### src/rtl/alp_mdsq.sv
// Booth radix-2 multiply / non-restoring divide step sequencer driving the dc608 ALP slice chain.
// Optional abort input is enabled by defining ALP_MDSQ_ABORT_EN.
module alp_mdsq #(
    parameter int unsigned WIDTH    = 32,
    parameter logic [9:0]  OPC_NOP  = 10'h000,
    parameter logic [9:0]  OPC_PASS = 10'h001,
    parameter logic [9:0]  OPC_ADD  = 10'h002,
    parameter logic [9:0]  OPC_SUB  = 10'h003
) (
    input  logic       qdck_l,
    input  logic       reset_h,
    input  logic       start_h,
    input  logic       div_h,
`ifdef ALP_MDSQ_ABORT_EN
    input  logic       abort_h,
`endif
    output logic [9:0] opc_h,
    output logic [1:0] shf_l,
    output logic       cyin_l,
    output logic       a_si3_l,
    output logic       q_si0_l,
    input  logic       q_lsb_h,
    input  logic       n_h,
    input  logic       v_h,
    input  logic       z_h,
    output logic       busy_h,
    output logic       done_h,
    output logic       dz_h
);

    localparam int unsigned CntW = (WIDTH > 1) ? $clog2(WIDTH) : 1;

    typedef enum logic [2:0] {StIdle, StCheck, StStep, StFix, StDone} state_e;

    state_e            state_q, state_d;
    logic   [CntW-1:0] cnt_q, cnt_d;
    logic              div_q, div_d;
    logic              dz_q, dz_d;
    logic              qm1_q, qm1_d;
    logic              first_q, first_d;
    logic              psign_q, psign_d;
    logic              abort;

`ifdef ALP_MDSQ_ABORT_EN
    assign abort = abort_h;
`else
    assign abort = 1'b0;
`endif

    always_ff @(posedge qdck_l) begin
        if (reset_h) begin
            state_q <= StIdle;
            cnt_q   <= '0;
            div_q   <= 1'b0;
            dz_q    <= 1'b0;
            qm1_q   <= 1'b0;
            first_q <= 1'b0;
            psign_q <= 1'b0;
        end else begin
            state_q <= state_d;
            cnt_q   <= cnt_d;
            div_q   <= div_d;
            dz_q    <= dz_d;
            qm1_q   <= qm1_d;
            first_q <= first_d;
            psign_q <= psign_d;
        end
    end

    always_comb begin
        state_d = state_q;
        cnt_d   = cnt_q;
        div_d   = div_q;
        dz_d    = dz_q;
        qm1_d   = qm1_q;
        first_d = first_q;
        psign_d = psign_q;
        unique case (state_q)
            StIdle: begin
                if (start_h) begin
                    div_d   = div_h;
                    dz_d    = 1'b0;
                    cnt_d   = CntW'(WIDTH - 1);
                    qm1_d   = 1'b0;
                    first_d = 1'b1;
                    psign_d = 1'b0;
                    state_d = div_h ? StCheck : StStep;
                end
            end
            StCheck: begin
                // CHECK passes D through the ALU, so z_h flags a zero divisor
                if (z_h) begin
                    dz_d    = 1'b1;
                    state_d = StDone;
                end else begin
                    first_d = 1'b1;
                    state_d = StStep;
                end
            end
            StStep: begin
                if (div_q) begin
                    psign_d = n_h;
                    first_d = 1'b0;
                end else begin
                    qm1_d = q_lsb_h;
                end
                if (cnt_q == '0) begin
                    state_d = div_q ? StFix : StDone;
                end else begin
                    cnt_d = cnt_q - 1'b1;
                end
            end
            StFix:   state_d = StDone;
            StDone:  state_d = StIdle;
            default: state_d = StIdle;
        endcase
        if (abort && (state_q != StIdle)) begin
            state_d = StIdle;
            cnt_d   = '0;
            dz_d    = 1'b0;
            qm1_d   = 1'b0;
            first_d = 1'b0;
            psign_d = 1'b0;
        end
    end

    always_comb begin
        opc_h   = OPC_NOP;
        shf_l   = 2'b11;
        cyin_l  = 1'b1;
        a_si3_l = 1'b1;
        q_si0_l = 1'b1;
        busy_h  = (state_q != StIdle);
        done_h  = (state_q == StDone);
        dz_h    = dz_q;
        unique case (state_q)
            StCheck: opc_h = OPC_PASS;
            StStep: begin
                if (div_q) begin
                    if (first_q || !psign_q) begin
                        opc_h  = OPC_SUB;
                        cyin_l = 1'b0;
                    end else begin
                        opc_h = OPC_ADD;
                    end
                    shf_l   = 2'b01;
                    q_si0_l = n_h;
                end else begin
                    unique case ({q_lsb_h, qm1_q})
                        2'b10: begin
                            opc_h  = OPC_SUB;
                            cyin_l = 1'b0;
                        end
                        2'b01:   opc_h = OPC_ADD;
                        default: opc_h = OPC_PASS;
                    endcase
                    shf_l = 2'b10;
                    // Shift in the true sign, corrected for overflow
                    a_si3_l = ~(n_h ^ v_h);
                end
            end
            StFix:   opc_h = psign_q ? OPC_ADD : OPC_PASS;
            default: ;
        endcase
    end

endmodule

### config.mk
export PLATFORM = sky130hd
export DESIGN_NAME = alp_mdsq
export DESIGN_NICKNAME = d
export VERILOG_FILES = /design/src/rtl/alp_mdsq.sv
export SDC_FILE = /design/constraint.sdc
export NUM_CORES = 1
export LEC_CHECK = 0
export CAP_MARGIN = 20
export CORE_ASPECT_RATIO = 0.75
export CORE_MARGIN = 2
export CORE_UTILIZATION = 42
export DETAILED_ROUTE_END_ITERATION = 7
export GPL_ROUTABILITY_DRIVEN = 1
export PLACE_DENSITY = 0.79
export SYNTH_ARGS = -nofsm -noshare
export SYNTH_HDL_FRONTEND = slang
export SYNTH_SLANG_ARGS = --single-unit
### constraint.sdc
create_clock -name qdck_l -period 1.6 [get_ports qdck_l]
set_input_delay 0.32 -clock qdck_l [delete_from_list [all_inputs] [get_ports qdck_l]]
set_output_delay 0.32 -clock qdck_l [all_outputs]
set_load 0.01 [all_outputs]
==> out/summary.md, run 1 <==
The flow ran to the end, but the final reports show violations. The final reports fail on setup timing. Clock latency on the worst-skew pair, taken at its later pin, is 280 ps. The final hold violation count was 0.

After filler insertion, the fill cell instance count of the layout stands at 180. For this block, the initial DRC count from the detailed router was 14. In this run, flip-flops and latches consume 29.6% of the power.

The first global-routing pass estimated 4330 um of wire. The internal power of the cells was 910 uW; the number of global-route vias before repair was 909. TritonCTS built the clock tree. Final cycle utilization of the critical path: 113%. The post-synthesis area per instance is 7.93 um2. Of all nets on the critical path, the largest fanout is 4. Setup violations remaining at the end of the flow were counted as 8. For this design, the CTS-stage hold fixing added 0 buffers. The data required time of the worst path is 1280 ps, and the global placer's final weighted congestion is 0.847.

Setup repair after global routing could not meet its margin everywhere. The tools report the number of iterations in the first detailed-routing pass as 4. STA classifies the critical path endpoint as an output pin. The die extent in x is 57.8 um, and the via count of the routed design is 933. After detailed routing, the average wire length per cell comes to 14.0 um. The type of the worst setup path is flip-flop to output pin. Detailed placement finished with a half-perimeter wire length of 1630 um. The region available for standard cell placement spans 2030 um2. Once placement finished, the instance area stood at 1180 um2.

The power share of the combinational group was 56.7%. The final setup slack of the worst path is -211 ps, and the number of cells produced by synthesis is 115. The total die area came out at 2560 um2. In the final layout, the share of cells above drive strength 1 is 35.8%. The run gives -1010 ps as the aggregate negative setup slack. Entering global routing, the biggest net connects 18 pins. The post-detailed-route via-to-cell ratio was 5.42. The tools report the buffer depth of the longest clock path as 2. Among all stages on the critical path, the largest delay is contributed by sky130_fd_sc_hd__or3b_4. Number of warnings printed during yosys synthesis: 0. The tree is rooted in a sky130_fd_sc_hd__clkbuf_4.

For this run, the post-layout net count is 160. The number of antenna violations at the first check in global routing was 0; the count of clock tree sinks was 13. The effective utilization at floorplan is 44.9%, and the final max-slew violation count is 0.

The tools report the reg2reg setup slack as 60 ps. The count of H-tree levels built during CTS came out at 1. The mapped netlist covers 912 um2. Number of placed I/O pins: 26. In this run the worst hold path is classified as flip-flop to flip-flop.

Of the total power, the clock network draws 13.7%. The logs give 0 for the overall overflow remaining after global route and 22.3% for the combined global-route utilization of all metal layers. The critical path goes through or3b_4 -> or3_4 -> buf_6. Wires add up to 2410 um. Clock tree synthesis inserted a total of 3 buffers. In this run the tool buffered the top-level ports with 17 buffer cells. Max capacitance violation total: 0.

Net switching is 41.0% of the power. The number of inserted diodes was 0; the worst hold slack after final layout was 537 ps. After detailed routing, the number of remaining DRC violations is 0. The power density normalized to cell area works out to 1210 nW/um2. Prior to clock tree synthesis, the placed netlist has a worst setup slack of -769 ps.

For this run, the top clock speed supported by timing is 0.552 GHz. The standby leakage power was 0.000544 uW. The area added between synthesis and finish is 39.4%, and the number of placement rows is 14.

The number of synthesized register bits is 13. The tools report the final setup skew as 3.49 ps. Summed over all nets, the switching power comes to 633 uW. The delay of the slowest cell on the worst path is 420 ps, and the final critical path time including I/O delays and setup is 1810 ps. The count of nets left with antenna violations once routing finished came out at 0. Synthesis instantiated 36 different standard cells from the library. After routing the design area is 1270 um2. The clock edge transition at the registers on the reported setup and hold paths is 80 ps, and the part of the Yosys area used for sequential elements is 28.5%. The element type at the critical path start is a flip-flop. From bottom edge to top edge, the die measures 44.4 um. The tools report the arrival time at the worst endpoint as 1490 ps. The worst-case IR drop observed on VDD is 0.000805 V.
-- critical path, delay by kind of cell (launching register included) --
kind | cells | cell delay, ps
flops | 1 | 320
simple gates | 2 | 760
buf+inv | 1 | 130
-- flip-flops by register name, indices dropped and copies added, names as in the netlist --
signal,flops
psign_q,1
state_q,3
dz_h,1
cnt_q,5
qm1_q,1
div_q,1
first_q,1
-- Yosys cell counts (all sizes together) --
library cell  number  area share [%]
buf               14              12
dfxtp             13              29
inv               11             4.5
a21oi             10             5.5
nor2              10             7.7
nand2              7             2.9
nor3               7             3.8
o21ai              7             3.8
a2111oi            3             3.7
ha                 3             4.1
nand2b             3             2.1
nand3              3             1.6
nor3b              3             2.5
or3                3             2.1
mux2i              2             2.2
o31ai              2             1.6
a211oi             1            0.82
a21boi             1            0.82
a221oi             1            0.96
a22oi              1            0.82
a311oi             1            0.96
a31oi              1            0.69
clkbuf             1            0.41
conb               1            0.41
nor4               1            0.69
nor4b              1             1.6
o22ai              1            0.69
o41ai              1            0.96
or3b               1            0.96
xor2               1            0.96
-- layout by cell type, fill, tap and decap left out, types with 3 or more instances in the layout --
| cell | Yosys | routed |
|---|---|---|
| sky130_fd_sc_hd__buf_4 | 9 | 18 |
| sky130_fd_sc_hd__dfxtp_1 | 13 | 9 |
| sky130_fd_sc_hd__nand3_1 | 3 | 3 |
| sky130_fd_sc_hd__conb_1 | 1 | 8 |
| sky130_fd_sc_hd__o21ai_0 | 5 | 4 |
| sky130_fd_sc_hd__nor3_1 | 7 | 6 |
| sky130_fd_sc_hd__dfxtp_2 | 0 | 4 |
| sky130_fd_sc_hd__nand2b_1 | 3 | 3 |
| sky130_fd_sc_hd__a21oi_1 | 10 | 9 |
| sky130_fd_sc_hd__buf_2 | 3 | 3 |
| sky130_fd_sc_hd__o21ai_1 | 2 | 3 |
| sky130_fd_sc_hd__nor2_1 | 8 | 7 |
| sky130_fd_sc_hd__clkdlybuf4s50_1 | 0 | 7 |
| sky130_fd_sc_hd__nand2_1 | 7 | 6 |
| sky130_fd_sc_hd__clkbuf_4 | 0 | 3 |
| sky130_fd_sc_hd__inv_2 | 0 | 4 |
| sky130_fd_sc_hd__inv_1 | 11 | 7 |
| sky130_fd_sc_hd__buf_6 | 2 | 6 |
-- per-stage QoR --
step                      instances  util [%]  total power [uW]
after global routing            172      62.6              1660
after floorplan                 122         -               949
after detailed placement        167      57.9              1240
after global placement          167      57.9              1210
final                           172      62.6              1540
after CTS                       171      61.5              1500
-- path summary, 6_finish.rpt --
| path | from | to | cells after the start |
|---|---|---|---|
| hold / removal | qm1_q$_SDFFE_PP0P_ | qm1_q$_SDFFE_PP0P_ | 2 |
| hold reg to reg | qm1_q$_SDFFE_PP0P_ | qm1_q$_SDFFE_PP0P_ | 2 |
| setup / recovery | state_q[2]$_SDFFE_PP0P_ | q_si0_l | 3 |
| setup reg to reg | cnt_q[0]$_SDFFE_PP0P_ | state_q[2]$_SDFFE_PP0P_ | 5 |
-- timing repair --
| item | CTS | global route |
|---|---|---|
| endpoints found under the setup margin | 11 | 14 |
| pin swaps | 6 | 3 |
| setup buffers | 0 | 1 |
| resized for setup | 55 | 5 |
-- metal layers --
metal | routed length [um] | up-vias | GRT usage, % | part of all wire, %
li1 | - | 453 | - | -
met1 | 1050 | 435 | 27.8 | 44
met2 | 1160 | 39 | 38.4 | 48
met3 | 165 | 6 | 5.85 | 6.8
met4 | 34 | 0 | 6.51 | 1.4
met5 | 0 | - | 0 | 0
-- cell type report --
cell class	count	area, um2	area share [%]
tap	24	30.0	2.36
clock buffer	4	26.3	2.07
inverter	11	41.3	3.25
sequential	13	265	20.9
multi-input combinational	83	592	46.6
timing repair buffer	37	317	24.9
-- power groups by stage --
stage	registers, uW	clock network, uW	logic [uW]
after floorplan	442	0	506
after CTS	453	215	832
after global routing	469	229	958
after detailed placement	445	0	792
final	457	211	876
after global placement	441	0	766
-- kinds of logic after synthesis --
kind of cell / after synthesis / share of synthesized area [%]
compound gates: 30 / 21.4
xor+xnor: 1 / 0.960
fa+ha+maj: 3 / 4.12
buf+inv: 26 / 16.5
flops: 13 / 28.5
mux: 2 / 2.19
other cells: 1 / 0.411
simple gates: 39 / 25.9
(Power assumes the default switching activity.)
==> inputs of run 2 (changes only) <==
Settings changed: RECOVER_POWER from default to 100.
==> out/summary.md, run 2 (synthesis gave the netlist of run 1 again) <==
No sink is reached through more buffers than the 2 on the longest clock path. The number of antenna violations at the first check in global routing is 0. In the routed design, unresolved DRC markers number 0. At the end of routability-driven placement, the weighted congestion stood at 0.847. 26 I/O pins were placed. The total instance count after detailed placement came out at 167.

The register ranked first by flip-flop count was cnt_q. The tools report the final max-slew violation count as 0. The most common cell after layout, fill and taps aside was sky130_fd_sc_hd__buf_4.

The final cycle utilization of the critical path was 113%. At the placement stage, the worst setup path has a slack of -769 ps. The worst hold slack after final layout came out at 534 ps. CTS saw 13 sinks. In this run the critical register-to-register path is launched from cnt_q[0]$_SDFFE_PP0P_. TritonCTS built the clock tree.

The routed layout has 944 vias. The critical path in this run is classified as flip-flop to output pin. The tools report the finished layout cell area as 1260 um2.

For the final database, setup skew stands at 3.55 ps. For the number of inserted diodes, the log shows 0. The max capacitance violation total came out at 0.

Setup violations remaining at the end of the flow were counted as 9. The most critical setup path has its endpoint at q_si0_l. Once detailed placement completed, the half-perimeter wirelength came to 1630 um.

The count of nets left with antenna violations after detail routing is 0. The final standard cell count with taps included and fillers excluded came out at 172. The multi-input combinational cells in the finished layout cover a total of 587 um2. Critical path buffer and inverter count: 1. The terminus of the critical flop-to-flop path is state_q[2]$_SDFFE_PP0P_. The source-to-sink clock delay at the later pin of the worst-skew pair came out at 280 ps. The tools report the final setup slack of the worst path as -207 ps. STA puts the critical path data required time at 1280 ps.

Once the floorplan was initialized, standard cells occupied 44.9% of the core. The logs give 14 for the number of placement rows and 4330 um for the wire length of the first global-routing pass. For the core box area, the log shows 2030 um2. The signal on the critical path passes through or3b_4 -> or3_4 -> buf_6. The checks that failed: setup timing. The aggregate negative setup slack was -1110 ps; the final net count was 160. Final critical path time including I/O delays and setup: 1810 ps. Based on the critical path, the design can be clocked at up to 0.553 GHz. The delay of the slowest cell on the worst path came out at 420 ps. The average detailed-routed wire length per instance was 14.1 um; the maximum number of pins on one net before global-route repair was 18. The run gives 0 as the final hold violation count.

The count of H-tree levels built during CTS was 1. On the critical path, the stage with the largest delay is an instance of sky130_fd_sc_hd__or3b_4. In the final layout, the registers with the most flip-flops are cnt_q (5), state_q (3).

The critical path crosses 3 cells after its start point. Port buffering added 17 buffers. For this design, the CTS-stage hold fixing added 0 buffers.

Setup repair after global routing could not meet its margin everywhere. The flow ran to the end, but the final reports show violations. The clock edge transition at the registers on the reported setup and hold paths works out to 80 ps.

Once placement finished, the instance area stood at 1180 um2. The launching instance or port of the critical path is state_q[2]$_SDFFE_PP0P_. STA classifies the critical path startpoint as a flip-flop. The cell at the root of the clock tree is sky130_fd_sc_hd__clkbuf_4. The detailed router finished its first iteration with 17 violations.

STA puts the critical path data arrival time at 1490 ps. The logs give 4 for the number of iterations in the first detailed-routing pass and 183 for the total of fill cells in the finished design. The top cell family by delay on the critical path was simple AND/OR/NAND/NOR gates. The combined global-route utilization of all metal layers is 22.3%, and the total die area is 2560 um2. The total overflow left after global routing is 0. Dividing total power by cell area gives a power density of 1210 nW/um2. The worst setup path is captured at an output pin.

The number of global-route vias before repair was 909; the area occupied by registers was 265 um2. The tightest min-delay check is of the flip-flop to flip-flop type. The die span in y is 44.4 um. In this run the horizontal extent of the chip is 57.8 um.

The area growth from synthesis to layout is 38.0%. Number of clock buffers inserted by TritonCTS: 3. The maximum fanout count along the critical path is 4, and the number of cells on the worst reg-to-reg path is 5. Reg2reg setup slack: 0 ps. The analysis attributes to cell leakage a power of 0.000540 uW.

The register with the most flip-flops in the layout has 5 of them. The worst-case IR drop observed on VDD is 0.000797 V. In the layout the commonest cells are sky130_fd_sc_hd__buf_4 (18), sky130_fd_sc_hd__a21oi_1 (9), sky130_fd_sc_hd__dfxtp_1 (9), sky130_fd_sc_hd__nor2_1 (8), sky130_fd_sc_hd__conb_1 (8). The post-detailed-route via-to-cell ratio came out at 5.49. The routed wire length is 2430 um, and the layout cell share with drive strength beyond 1 is 33.8%.
-- run 2: layer usage --
| metal | track usage (%) | part of all wire, % |
|---|---|---|
| met1 | 27.8 | 43 |
| met3 | 5.85 | 6.9 |
| met2 | 38.4 | 49 |
| met4 | 6.51 | 1.2 |
| met5 | 0 | 0 |
-- run 2: where the power goes --
group	switching, uW	internal, uW
Clock	114	96.8
Combinational	451	405
Sequential	64.7	393
Total	629	895
-- run 2: tightest hold or removal path, stage by stage (launching register included) --
cell and delay (ps):
sky130_fd_sc_hd__dfxtp_2 340, sky130_fd_sc_hd__o21ai_1 80, sky130_fd_sc_hd__a21oi_1 70
-- run 2: through the flow --
stage | util [%] | total power (uW)
floorplan | - | 949
global placement | 57.9 | 1210
detailed placement | 57.9 | 1240
CTS | 61.5 | 1500
global route | 61.9 | 1640
finish | 61.9 | 1520
-- run 2: cell type report --
type	instances	share of cell area, %
flip-flops and latches	13	21.1
well taps	24	2.39
multi-input cells	83	46.6
repair buffers	37	24.6
clock buffers	4	2.09
inverters	11	3.28
-- run 2: worst min-delay path by stage --
stage | startpoint | to | slack (ps) | cells past startpoint
after floorplan | reset_h | first_q$_SDFFE_PP0P_ | 410 | 1
after global placement | qm1_q$_SDFFE_PP0P_ | qm1_q$_SDFFE_PP0P_ | 500 | 2
after detailed placement | qm1_q$_SDFFE_PP0P_ | qm1_q$_SDFFE_PP0P_ | 510 | 2
after CTS | qm1_q$_SDFFE_PP0P_ | qm1_q$_SDFFE_PP0P_ | 510 | 2
after global routing | first_q$_SDFFE_PP0P_ | first_q$_SDFFE_PP0P_ | 580 | 2
final | qm1_q$_SDFFE_PP0P_ | qm1_q$_SDFFE_PP0P_ | 530 | 2
-- run 2: timing repair --
item                                    CTS  global route
gates resized for setup                  55             5
endpoints found under the setup margin   11            14
endpoints found under the hold margin     0             0
buffers inserted                          0             1
pin swaps                                 6             3
==> inputs of run 3 (changes only) <==
Settings changed: CORE_UTILIZATION 42 to 44, CTS_BUF_LIST from default to sky130_fd_sc_hd__clkbuf_4, GPL_ROUTABILITY_DRIVEN 1 to 0, PLACE_DENSITY 0.79 to 0.82, TNS_END_PERCENT from default to 100.
==> out/summary.md, run 3 (synthesis gave the netlist of run 1 again) <==
The flow ran to the end, but the final reports show violations. The checks that failed: setup timing. STA classifies the critical path startpoint as a flip-flop. For this block, the via count after detailed routing is 939. The die extent in x was 56.6 um; the count of H-tree levels built during CTS was 1. The number of global-route vias before repair was 908; the number of cells on the worst reg-to-reg path was 6. Cell at the root of the clock tree: sky130_fd_sc_hd__clkbuf_4.

The run gives 0 as the number of antenna violations at the first check in global routing. The routed wire length is 2530 um, and the total die area is 2460 um2. In the layout the commonest cells are sky130_fd_sc_hd__buf_4 (16), sky130_fd_sc_hd__inv_1 (9), sky130_fd_sc_hd__a21oi_1 (9), sky130_fd_sc_hd__conb_1 (8).

After layout, the worst path uses 114% of the clock period. The first global-routing pass estimated 3960 um of wire. The worst setup path is captured at an output pin. The standby leakage power was 0.000549 uW. The logs give 30 for the count of routing violations after the opening detailed-route iteration and 160 for the final net count.

In this run the standard cell core region covers 1980 um2. Depth of the worst hold-timing path: 2. The detail route stage leaves a number of antenna-violating nets equal to 0. For the final database, setup skew stands at 3.46 ps. The maximum fanout count along the critical path works out to 4. Final hold violation count: 0.

For this run, design rule violations remaining after detail routing come to 0. Subtracting the final worst setup slack from the clock period gives 1820 ps. In the final layout, the share of cells above drive strength 1 is 38.5%.

The detailed placement HPWL is 1630 um. The tree built by TritonCTS fans out to 13 sinks. The type of the worst setup path was flip-flop to output pin. The tightest min-delay check is of the flip-flop to flip-flop type. TritonCTS built the clock tree.

The later pin in the worst-skew pair is clocked with a latency of 280 ps. The flip-flop count of the largest register, all copies and words added is 5, and the effective utilization at floorplan is 46.1%. Final max-slew violation count: 0. Ranked by flip-flop count, first place goes to cnt_q. At the worst endpoint, the required time is 1280 ps. Counting tap cells, the placed design contains a total of 167 instances. The logs give 0 for the number of inserted diodes and 172 for the final standard cell count with taps included and fillers excluded. Row generation in the floorplan step produced 14 rows. The worst register-to-register path has a setup slack of 80 ps. In this run, CTS created clock tree buffers numbering 3. Cells fill 65.8% of the core in the end. Setup repair after global routing could not meet its margin everywhere.

The largest registers in the layout are cnt_q (5), state_q (3). The average detailed-routed wire length per instance was 14.7 um. The die is 43.4 um tall. In this run the count of I/O pins placed on the die edge is 26.

The logs give -223 ps for the final setup slack of the worst path and 1500 ps for the arrival time at the worst endpoint. The timing-limited maximum frequency is 0.548 GHz, and the post-detailed-route via-to-cell ratio is 5.46. For this run, the total global-route usage over all layers was measured as 20.9%. The tools report the worst hold slack after final layout as 550 ps.

The number of port buffers is 17. Power spread over the standard cell area amounts to 1230 nW/um2. Clock-pin slew was measured on the worst setup and hold paths at 90 ps. The library cell used most frequently in the layout, excluding fill and tap cells, is sky130_fd_sc_hd__buf_4. The max capacitance violation total was 0; the overall overflow remaining after global route was 0.

The pre-antenna-repair detailed-routing pass consisted of 4 iterations. Relative to the synthesized area, the layout overhead comes to 42.8%. For the total of endpoints with negative setup slack in the final report, the log shows 7. Entering global routing, the biggest net connects 18 pins. VDD sags by at most 0.000646 V. Counting along the longest clock path gives a buffer depth of 2.
run 3: cell count changes in the layout (fill, tap and decap cells not counted), moves of 2 or more:
cell,change
sky130_fd_sc_hd__buf_4,-2
sky130_fd_sc_hd__inv_2,-2
sky130_fd_sc_hd__clkbuf_1,-2
sky130_fd_sc_hd__inv_1,+2
sky130_fd_sc_hd__dfxtp_1,-2
run 3: final timing paths:
path                            from               endpoint
max          state_q[1]$_SDFFE_PP0P_                q_si0_l
min reg2reg    cnt_q[4]$_SDFFE_PP0P_  cnt_q[4]$_SDFFE_PP0P_
max reg2reg    cnt_q[0]$_SDFFE_PP0P_  cnt_q[1]$_SDFFE_PP0P_
min            cnt_q[4]$_SDFFE_PP0P_  cnt_q[4]$_SDFFE_PP0P_
run 3: what timing repair did:
action / in CTS / in global routing
buffers inserted: 0 / 1
endpoints found under the setup margin: 10 / 15
pin swaps: 4 / 4
hold buffers: 0 / 0
resized for setup: 52 / 17
run 3: per-layer routing:
metal | vias up | track usage, % | share of wire [%]
met3 | 0 | 6.27 | 8.3
met5 | - | 0 | 0
met2 | 53 | 35.3 | 49
met1 | 436 | 25.4 | 43
li1 | 450 | - | -
met4 | 0 | 7.62 | 0
run 3: through the flow:
stage / power (uW) / setup slack, ps / area (um2) / TNS [ps]
2_1_floorplan: 949 / 5.54 / 943 / 0
3_3_place_gp: 1200 / -744 / 1180 / -3100
3_5_place_dp: 1230 / -782 / 1180 / -3400
4_1_cts: 1500 / -220 / 1240 / -1090
5_1_grt: 1710 / -265 / 1300 / -1630
6_report: 1600 / -223 / 1300 / -978
run 3: layout make-up:
cell class	instances	area, um2
clock buffer	4	30.0
fill	154	677
inverter	11	41.3
multi-input combinational	83	613
sequential	13	270
tap	24	30.0
timing repair buffer	37	318
run 3: report_power, final:
part	total (uW)	switching [uW]	internal (uW)
combinational	898	469	430
clock	233	119	114
sequential	465	71.1	394
run 3: critical path, cell delays in order, from the launching register on:
cell and delay [ps]:
sky130_fd_sc_hd__dfxtp_2 350, sky130_fd_sc_hd__or3b_4 410, sky130_fd_sc_hd__or3_4 340, sky130_fd_sc_hd__buf_6 130
